$ cat src/rtl/mem_arb_pkg.sv
// Shared types and default sizes for the IF/MEM unified memory port arbiter.
package mem_arb_pkg;

    localparam int unsigned AW_DEF       = 32;
    localparam int unsigned DW_DEF       = 32;
    localparam int unsigned MAX_DWIN_DEF = 4;

    typedef enum logic [1:0] {
        IDLE  = 2'd0,
        IBUSY = 2'd1,
        DBUSY = 2'd2,
        RESP  = 2'd3
    } arb_state_e;

    typedef enum logic {
        OWN_I = 1'b0,
        OWN_D = 1'b1
    } arb_owner_e;

endpackage

$ cat src/rtl/arb_starve_ctr.sv
// Saturating count of back-to-back data grants; flags when fetch must win.
// Only present when ARB_STARVE_GUARD_EN is defined.
`ifdef ARB_STARVE_GUARD_EN
module arb_starve_ctr #(
    parameter int MAX_DWIN = 4
) (
    input  logic clk,
    input  logic rstn,
    input  logic data_grant,
    input  logic fetch_grant,
    output logic limit_hit
);
    localparam int CW = $clog2(MAX_DWIN + 1);

    logic [CW-1:0] cnt_r;

    // Count data grants since the last fetch grant, holding at the limit.
    always_ff @(posedge clk) begin
        if (!rstn) begin
            cnt_r <= '0;
        end else if (fetch_grant) begin
            cnt_r <= '0;
        end else if (data_grant && (cnt_r != CW'(MAX_DWIN))) begin
            cnt_r <= cnt_r + CW'(1);
        end else begin
            cnt_r <= cnt_r;
        end
    end

    // Threshold compare.
    always_comb begin
        limit_hit = (cnt_r >= CW'(MAX_DWIN));
    end

endmodule
`endif

$ cat src/rtl/mem_port_arbiter.sv
// Arbitrates one memory port between instruction fetch and data access.
// Define ARB_STARVE_GUARD_EN to force a fetch grant after MAX_DWIN data grants.
module mem_port_arbiter
    import mem_arb_pkg::*;
#(
    parameter int AW       = AW_DEF,
    parameter int DW       = DW_DEF,
    parameter int MAX_DWIN = MAX_DWIN_DEF
) (
    input  logic            clk,
    input  logic            rstn,
    input  logic            ireq,
    input  logic [AW-1:0]   iaddr,
    input  logic            iflush,
    output logic [DW-1:0]   irdata,
    output logic            ivalid,
    output logic            istall,
    input  logic            dreq,
    input  logic            dwe,
    input  logic [AW-1:0]   daddr,
    input  logic [DW-1:0]   dwdata,
    input  logic [DW/8-1:0] dbe,
    output logic [DW-1:0]   drdata,
    output logic            dvalid,
    output logic            dstall,
    output logic            mem_req,
    output logic            mem_we,
    output logic [AW-1:0]   mem_addr,
    output logic [DW-1:0]   mem_wdata,
    output logic [DW/8-1:0] mem_be,
    input  logic            mem_ready,
    input  logic [DW-1:0]   mem_rdata
);

    arb_state_e state_r;
    arb_state_e next_state_s;
    arb_owner_e owner_r;
    logic       kill_r;
    logic       grant_i_s;
    logic       grant_d_s;
    logic       force_i_s;

    if (MAX_DWIN < 1) begin : g_dwin_chk
        $error("MAX_DWIN must be at least 1");
    end

`ifdef ARB_STARVE_GUARD_EN
    logic starve_hit_s;

    arb_starve_ctr #(
        .MAX_DWIN (MAX_DWIN)
    ) u_starve_ctr (
        .clk         (clk),
        .rstn        (rstn),
        .data_grant  (grant_d_s),
        .fetch_grant (grant_i_s),
        .limit_hit   (starve_hit_s)
    );

    // Fetch overrides data priority once the data window is exhausted.
    always_comb begin
        force_i_s = starve_hit_s && ireq && !iflush;
    end
`else
    // Strict data priority.
    always_comb begin
        force_i_s = 1'b0;
    end
`endif

    // State register.
    always_ff @(posedge clk) begin
        if (!rstn) begin
            state_r <= IDLE;
        end else begin
            state_r <= next_state_s;
        end
    end

    // Next-state and grant decode; data is the older instruction so it wins.
    always_comb begin
        next_state_s = state_r;
        grant_i_s    = 1'b0;
        grant_d_s    = 1'b0;
        case (state_r)
            IDLE: begin
                if (force_i_s) begin
                    grant_i_s    = 1'b1;
                    next_state_s = IBUSY;
                end else if (dreq) begin
                    grant_d_s    = 1'b1;
                    next_state_s = DBUSY;
                end else if (ireq && !iflush) begin
                    grant_i_s    = 1'b1;
                    next_state_s = IBUSY;
                end else begin
                    next_state_s = IDLE;
                end
            end
            IBUSY, DBUSY: begin
                if (mem_ready) begin
                    next_state_s = RESP;
                end else begin
                    next_state_s = state_r;
                end
            end
            RESP:    next_state_s = IDLE;
            default: next_state_s = IDLE;
        endcase
    end

    // Stall outputs follow the request and the registered completion pulse.
    always_comb begin
        istall = ireq && !ivalid;
        dstall = dreq && !dvalid;
    end

    // Memory-side transaction registers and response capture.
    always_ff @(posedge clk) begin
        if (!rstn) begin
            mem_req   <= 1'b0;
            mem_we    <= 1'b0;
            mem_addr  <= '0;
            mem_wdata <= '0;
            mem_be    <= '0;
            irdata    <= '0;
            drdata    <= '0;
            ivalid    <= 1'b0;
            dvalid    <= 1'b0;
            owner_r   <= OWN_I;
            kill_r    <= 1'b0;
        end else begin
            ivalid <= 1'b0;
            dvalid <= 1'b0;
            case (state_r)
                IDLE: begin
                    kill_r <= 1'b0;
                    if (grant_d_s) begin
                        mem_req   <= 1'b1;
                        mem_we    <= dwe;
                        mem_addr  <= daddr;
                        mem_wdata <= dwdata;
                        mem_be    <= dbe;
                        owner_r   <= OWN_D;
                    end else if (grant_i_s) begin
                        mem_req   <= 1'b1;
                        mem_we    <= 1'b0;
                        mem_addr  <= iaddr;
                        mem_wdata <= '0;
                        mem_be    <= '1;
                        owner_r   <= OWN_I;
                    end else begin
                        mem_req <= 1'b0;
                    end
                end
                IBUSY, DBUSY: begin
                    if (mem_ready) begin
                        mem_req <= 1'b0;
                        if (owner_r == OWN_D) begin
                            drdata <= mem_we ? '0 : mem_rdata;
                            dvalid <= 1'b1;
                        end else if (!(kill_r || iflush)) begin
                            irdata <= mem_rdata;
                            ivalid <= 1'b1;
                        end else begin
                            irdata <= irdata;
                        end
                    end else if ((owner_r == OWN_I) && iflush) begin
                        // A redirect kills the fetch but the memory access still runs out.
                        kill_r <= 1'b1;
                    end else begin
                        kill_r <= kill_r;
                    end
                end
                RESP:    mem_req <= 1'b0;
                default: mem_req <= 1'b0;
            endcase
        end
    end

endmodule

$ cat config.mk
export PLATFORM = sky130hd
export DESIGN_NAME = mem_port_arbiter
export DESIGN_NICKNAME = d
export VERILOG_FILES = /design/src/rtl/mem_arb_pkg.sv /design/src/rtl/arb_starve_ctr.sv /design/src/rtl/mem_port_arbiter.sv
export SDC_FILE = /design/constraint.sdc
export NUM_CORES = 1
export LEC_CHECK = 0
export ABC_AREA = 1
export ABC_CLOCK_PERIOD_IN_PS = 2300
export BUFFER_PORTS_ARGS = -buffer_cell sky130_fd_sc_hd__buf_2
export CAP_MARGIN = 15
export CORE_AREA = 3 3 113 115
export DETAILED_ROUTE_END_ITERATION = 16
export DIE_AREA = 0 0 116 118
export GPL_ROUTABILITY_DRIVEN = 0
export GPL_TIMING_DRIVEN = 1
export PLACE_DENSITY = 0.88
export SETUP_SLACK_MARGIN = 0.2
export SLEW_MARGIN = 20
export SYNTH_ARGS = -nofsm -noshare
export SYNTH_HDL_FRONTEND = slang
export SYNTH_SLANG_ARGS = --single-unit
$ cat constraint.sdc
create_clock -name clk -period 2.3 [get_ports clk]
set_input_delay 0.23 -clock clk [delete_from_list [all_inputs] [get_ports clk]]
set_output_delay 0.23 -clock clk [all_outputs]
set_load 0.02 [all_outputs]
==> results.cfg, run 1 <==
[status]
status = finished clean

[timing]
final-setup-viol-count = 0
max_freq_ghz = 0.562
period_needed_ns = 1.78
fin_crit_sh = 0.773
final-hold-violation-count = 0
fin_setup_tns_ns = 0
clock_skew_ns = 0.00550
tightest_slew_ns = 0.644
rsz0062_at_grt = no
relSlewSlack = 0.570
drv_slew = 0

[floorplan]
die_w_um = 116
core_mm2 = 0.0119
rows = 40
die_area_mm2 = 0.0137
io_pins = 277
start_util = 0.492
die_h_um = 118

[clock_network]
cts.clk_slew.worst_paths_ns = 0.06
htreeDepth = 4
clk_latency_ns = 0.42
postCtsHoldBufs = 0
numCtsBuffers = 17
cts_tree = yes
cts_setup_buffers = 0
clockBufferDepth = 2
clock_sinks = 140
root_buffer = clkbuf_16
cts_resized = 0

[grt]
grt_pass1_vias = 5612
antenna_found_initial = 0
grtUsageTotal = 0.243
grt_first_pass_wirelength_mm = 26.8
grt-ovfl-total = 0
grt_max_degree = 69

[worst_setup_path]
cp.arrival_ns = 2.12
crit_required_ns = 2.65
cp-start-kind = flop
cp_cell_sequence = inv_1, ha_1, nand2_4, inv_2, buf_12, nand2_1, nand2_1, nor2_1, nor2_1
max_stage_delay_ns = 0.30
slowest_stage = dfxtp_1
crit_type = reg -> reg
path_max_fanout = 65
cpLargestDelayFamily = simple AND/OR/NAND/NOR gates
end_kind = flop
crit_buf_inv = 3

[yosys]
synth.area.top_cells = dfxtp_1 48%, nand2_1 17%, nor2_1 9.1%
synth_edf_count = 0
synthArstFlopShare = 0
yosysTopAreaCell = dfxtp_1
synth_nets = 987
synth_flop_cell = dfxtp_1
ys_ff_latch = 140
yosysWarnings = 0
ys_seq_area_frac = 0.479
avgSynthCellArea_um2 = 6.92
synthesis.area_mm2 = 0.00586
syn_inst = 846
synth_cell_type_count = 19
synth_top_area_frac = 0.479

[placement]
portBuffers = 276
hpwl_mm = 11.8

[routing]
drtAntennaViolNets = 0
first_iter_violations = 480
viasPerCell = 4.95
wire_per_inst_um = 13.7
drt_first_pass_iters = 4
num_vias = 6204
wirelength_mm = 17.1
drc = 0

[layout]
nNetsFinal = 1235
antenna_cells = 0
fin_util = 0.669
drive_gt1_frac = 0.293
area_growth_pct = 36.0

[power_and_ir_drop]
ir_drop_mv = 0.516
p_per_area_mw_per_mm2 = 1010
p_leak_nw = 4.39

[run]
drv_cap = 0

[worst_hold_path]
hp-class = in -> reg
area by class of cell:
cell class,instances,area [µm²]
clock inverter,12,241
inverter,51,191
tap,147,184
timing repair buffer,288,1520
clock buffer,19,443
sequential,140,2800
fill,996,3950
multi-input combinational,596,2580
synth_stat cells, drive strengths merged, types with 2 or more instances:
| master | n |
|---|---|
| a21oi | 41 |
| buf | 41 |
| clkbuf | 18 |
| dfxtp | 140 |
| ha | 2 |
| inv | 50 |
| nand2 | 273 |
| nand3 | 67 |
| nand3b | 32 |
| nor2 | 142 |
| o21ai | 38 |
sequential cells by signal, indices dropped and copies added (netlist names), 2 cells and up:
signal,cells
mem_addr,32
irdata,32
mem_wdata,32
drdata,32
mem_be,4
state_r,2
cell usage in the layout (no fill, tap or decap):
| cell type | count |
|---|---|
| ha_1 | 2 |
| buf_2 | 276 |
| clkinv_1 | 1 |
| clkbuf_16 | 17 |
| dfxtp_1 | 140 |
| bufinv_16 | 7 |
| buf_12 | 4 |
| nor2_1 | 142 |
| nand4_1 | 1 |
| nand3_1 | 65 |
| buf_4 | 8 |
| inv_1 | 48 |
| nand3b_1 | 32 |
| inv_6 | 1 |
| clkbuf_1 | 1 |
| clkinvlp_4 | 1 |
| nand2_1 | 271 |
| nand3_2 | 2 |
| nand2_4 | 1 |
| a21oi_1 | 41 |
| clkbuf_8 | 1 |
| clkinv_2 | 3 |
| o21ai_0 | 38 |
| inv_2 | 2 |
| nand2_2 | 1 |
report_power, final:
part	internal, mW	switching (mW)	total [mW]
Combinational	0.692	1.31	2.00
Clock	2.16	1.02	3.19
Sequential	2.72	0.133	2.85
Total	5.57	2.47	8.04
stage by stage:
step                total power [mW]  cells  hold WS, ns  cell area, µm²  worst slack [ns]
finish                          8.04   1253       0.0526            7960             0.521
global route                    8.44   1253       0.0436            7960             0.342
CTS                             8.09   1253       0.0371            7960             0.513
detailed placement              4.90   1222        0.458            7280             0.544
global placement                4.85   1222        0.452            7280             0.633
floorplan                       4.26    846        0.365            5860             0.871
metal layers:
| metal | vias up | global-route usage | wire (µm) |
|---|---|---|---|
| met5 | - | 0 | 0 |
| met4 | 0 | 0.0914 | 482 |
| met3 | 31 | 0.0720 | 1260 |
| met2 | 242 | 0.410 | 8560 |
| met1 | 2802 | 0.287 | 6830 |
| li1 | 3129 | - | - |
kinds of logic after synthesis:
group           share of synthesized area
simple gates                        0.366
flops                               0.479
fa+ha+maj                         0.00427
compound gates                     0.0675
buf+inv                            0.0835
worst register-to-register path, cell delays in order, from the launching register on:
cell,delay (ns)
dfxtp_1,0.30
inv_1,0.08
ha_1,0.28
nand2_4,0.28
inv_2,0.16
buf_12,0.25
nand2_1,0.12
nand2_1,0.06
nor2_1,0.04
nor2_1,0.14
final timing paths:
kind	start	end	slack, ns	cells after the start
worst max register to register	state_r[0]	mem_addr[0]	0.52	9
worst min register to register	state_r[1]	state_r[1]	0.46	2
worst min-delay path	mem_rdata[28]	irdata[28]	0.05	3
worst max-delay path	state_r[0]	mem_addr[0]	0.52	9
Note: power is estimated with default switching activity, not from simulation.
==> run 2, diff against run 1 <==
ABC_CLOCK_PERIOD_IN_PS = 1500   (was 2300)
CORE_AREA = 3 3 123 125   (was 3 3 113 115)
DIE_AREA = 0 0 126 128   (was 0 0 116 118)
PLACE_DENSITY = 0.79   (was 0.88)
clock period = 1.5 ns   (was 2.3 ns; I/O delays follow)
==> run 2 against run 1 <==
Against the previous run: non-clock buffer count up 100; wire length up 49%; the run now ends with negative setup slack left; worst hold slack worse by 0.036 ns; die area up 18%; largest cell class is now multi-input gates; via count up 16%; design area up 26%; combinational power up 140%; clock power up 40%.
==> results.cfg, run 2 (synthesis gave the netlist of run 1 again) <==
[status]
status = finished with violations
violations = negative setup slack

[floorplan]
core_mm2 = 0.0140
start_util = 0.419
rows = 43
die_area_mm2 = 0.0161
io_pins = 277
die_w_um = 126
die_h_um = 128

[layout]
fin_cells = 1389
final_cell_mix = 275 x buf_2, 240 x nand2_1, 138 x dfxtp_1, 111 x nor2_1, 56 x dlygate4sd3_1
antenna_cells = 0
drive_gt1_frac = 0.400
fin_util = 0.716
area_growth_pct = 71.0
mostFrequentLayoutCell = buf_2
nNetsFinal = 1337

[worst_setup_path]
path_max_fanout = 8
crit_required_ns = 1.85
slowest_stage = nor2_1
max_stage_delay_ns = 0.38
cp.arrival_ns = 1.86
crit_type = reg -> reg
cp-start-kind = flop
end_kind = flop
cpLargestDelayFamily = simple AND/OR/NAND/NOR gates
crit_buf_inv = 1
cp_cell_sequence = nor2_1, nand3_4, clkbuf_16, nand2_1, nand2_1, nor2_1

[timing]
tightest_slew_ns = 0.472
final-hold-violation-count = 0
final-setup-viol-count = 1
fin_crit_sh = 1.01
holdWs_ns = 0.0166
max_freq_ghz = 0.663
clock_skew_ns = 0.0188
fin_setup_tns_ns = -0.00857
period_needed_ns = 1.51
setup_ws_ns = -0.00857
relSlewSlack = 0.684
drv_slew = 0
rsz0062_at_grt = yes

[placement]
portBuffers = 276
hpwl_mm = 12.2
dp.cells = 1262

[clock_network]
clk_latency_ns = 0.42
root_buffer = clkbuf_16
cts.clk_slew.worst_paths_ns = 0.06
cts_tree = yes
clock_sinks = 140
numCtsBuffers = 17
clockBufferDepth = 2
htreeDepth = 4

[grt]
grt_max_degree = 67
grt_pass1_vias = 6406
grt_first_pass_wirelength_mm = 31.8
grt-ovfl-total = 0
antenna_found_initial = 0
grtUsageTotal = 0.244

[run]
drv_cap = 0

[power_and_ir_drop]
swShare = 0.341
switchingPower_mw = 4.69
p_int_mw = 9.06
p_per_area_mw_per_mm2 = 1370
ir_drop_mv = 1.14
clockPowerShare = 0.326
power_frac_comb = 0.352
seq_power_share = 0.322
p_leak_nw = 5.09

[routing]
wirelength_mm = 25.5
drtAntennaViolNets = 0
first_iter_violations = 516
viasPerCell = 5.20
wire_per_inst_um = 18.4
drc = 0
num_vias = 7223
drt_first_pass_iters = 6

[worst_hold_path]
hp-class = in -> reg
[run 2: worst reg2reg max path: cells and delay by family, from the launching register on]
family,cells,cell delay (ns)
buffers and inverters,1,0.25
DFF,1,0.33
and+or+nand+nor,5,0.89
[run 2: through the flow]
stage                     total power, mW  area, µm²  worst slack (ns)
after floorplan                      6.57       5900             0.202
final                                13.8      10000          -0.00857
after global routing                 14.3      10000           -0.0529
after detailed placement             7.67       7450           -0.0113
after global placement               7.61       7450            0.0634
after CTS                            12.7       8940            0.0762
[run 2: path summary, 6_finish.rpt]
path,from,end,cells past startpoint,slack (ns)
setup reg to reg,owner_r,irdata[0],6,-0.009
hold reg to reg,drdata[9],drdata[9],2,0.46
hold / removal,mem_rdata[31],irdata[31],3,0.02
setup / recovery,owner_r,irdata[0],6,-0.009
[run 2: layout make-up]
cell class,count,area [µm²]
flip-flops and latches,140,2810
multi-input cells,598,3180
repair buffers,388,2980
inverters,51,209
clock buffers,21,450
clock inverters,11,166
fillers,995,3980
well taps,180,225
[run 2: timing repair]
| action | CTS | global route |
|---|---|---|
| hold buffers | 56 | 0 |
| pin swaps | 1 | 36 |
| hold endpoints to repair | 57 | 0 |
| setup buffers | 7 | 4 |
| gates cloned | 7 | 21 |
| endpoints found under the setup margin | 131 | 137 |
| gates resized for setup | 20 | 176 |
[run 2: power by group through the flow]
| stage | Combinational (mW) | Clock (mW) | Sequential (mW) |
|---|---|---|---|
| after floorplan | 1.60 | 0 | 4.97 |
| after global placement | 3.18 | 0 | 4.43 |
| after detailed placement | 3.22 | 0 | 4.45 |
| after CTS | 3.81 | 4.47 | 4.38 |
| after global routing | 5.13 | 4.69 | 4.47 |
| final | 4.85 | 4.48 | 4.43 |
[run 2: per-layer routing]
| metal | GRT usage | routed length (µm) | vias to the layer above |
|---|---|---|---|
| li1 | - | - | 3345 |
| met1 | 0.281 | 9540 | 3356 |
| met2 | 0.428 | 12800 | 454 |
| met3 | 0.0825 | 2190 | 68 |
| met4 | 0.0776 | 967 | 0 |
| met5 | 0 | 0 | - |
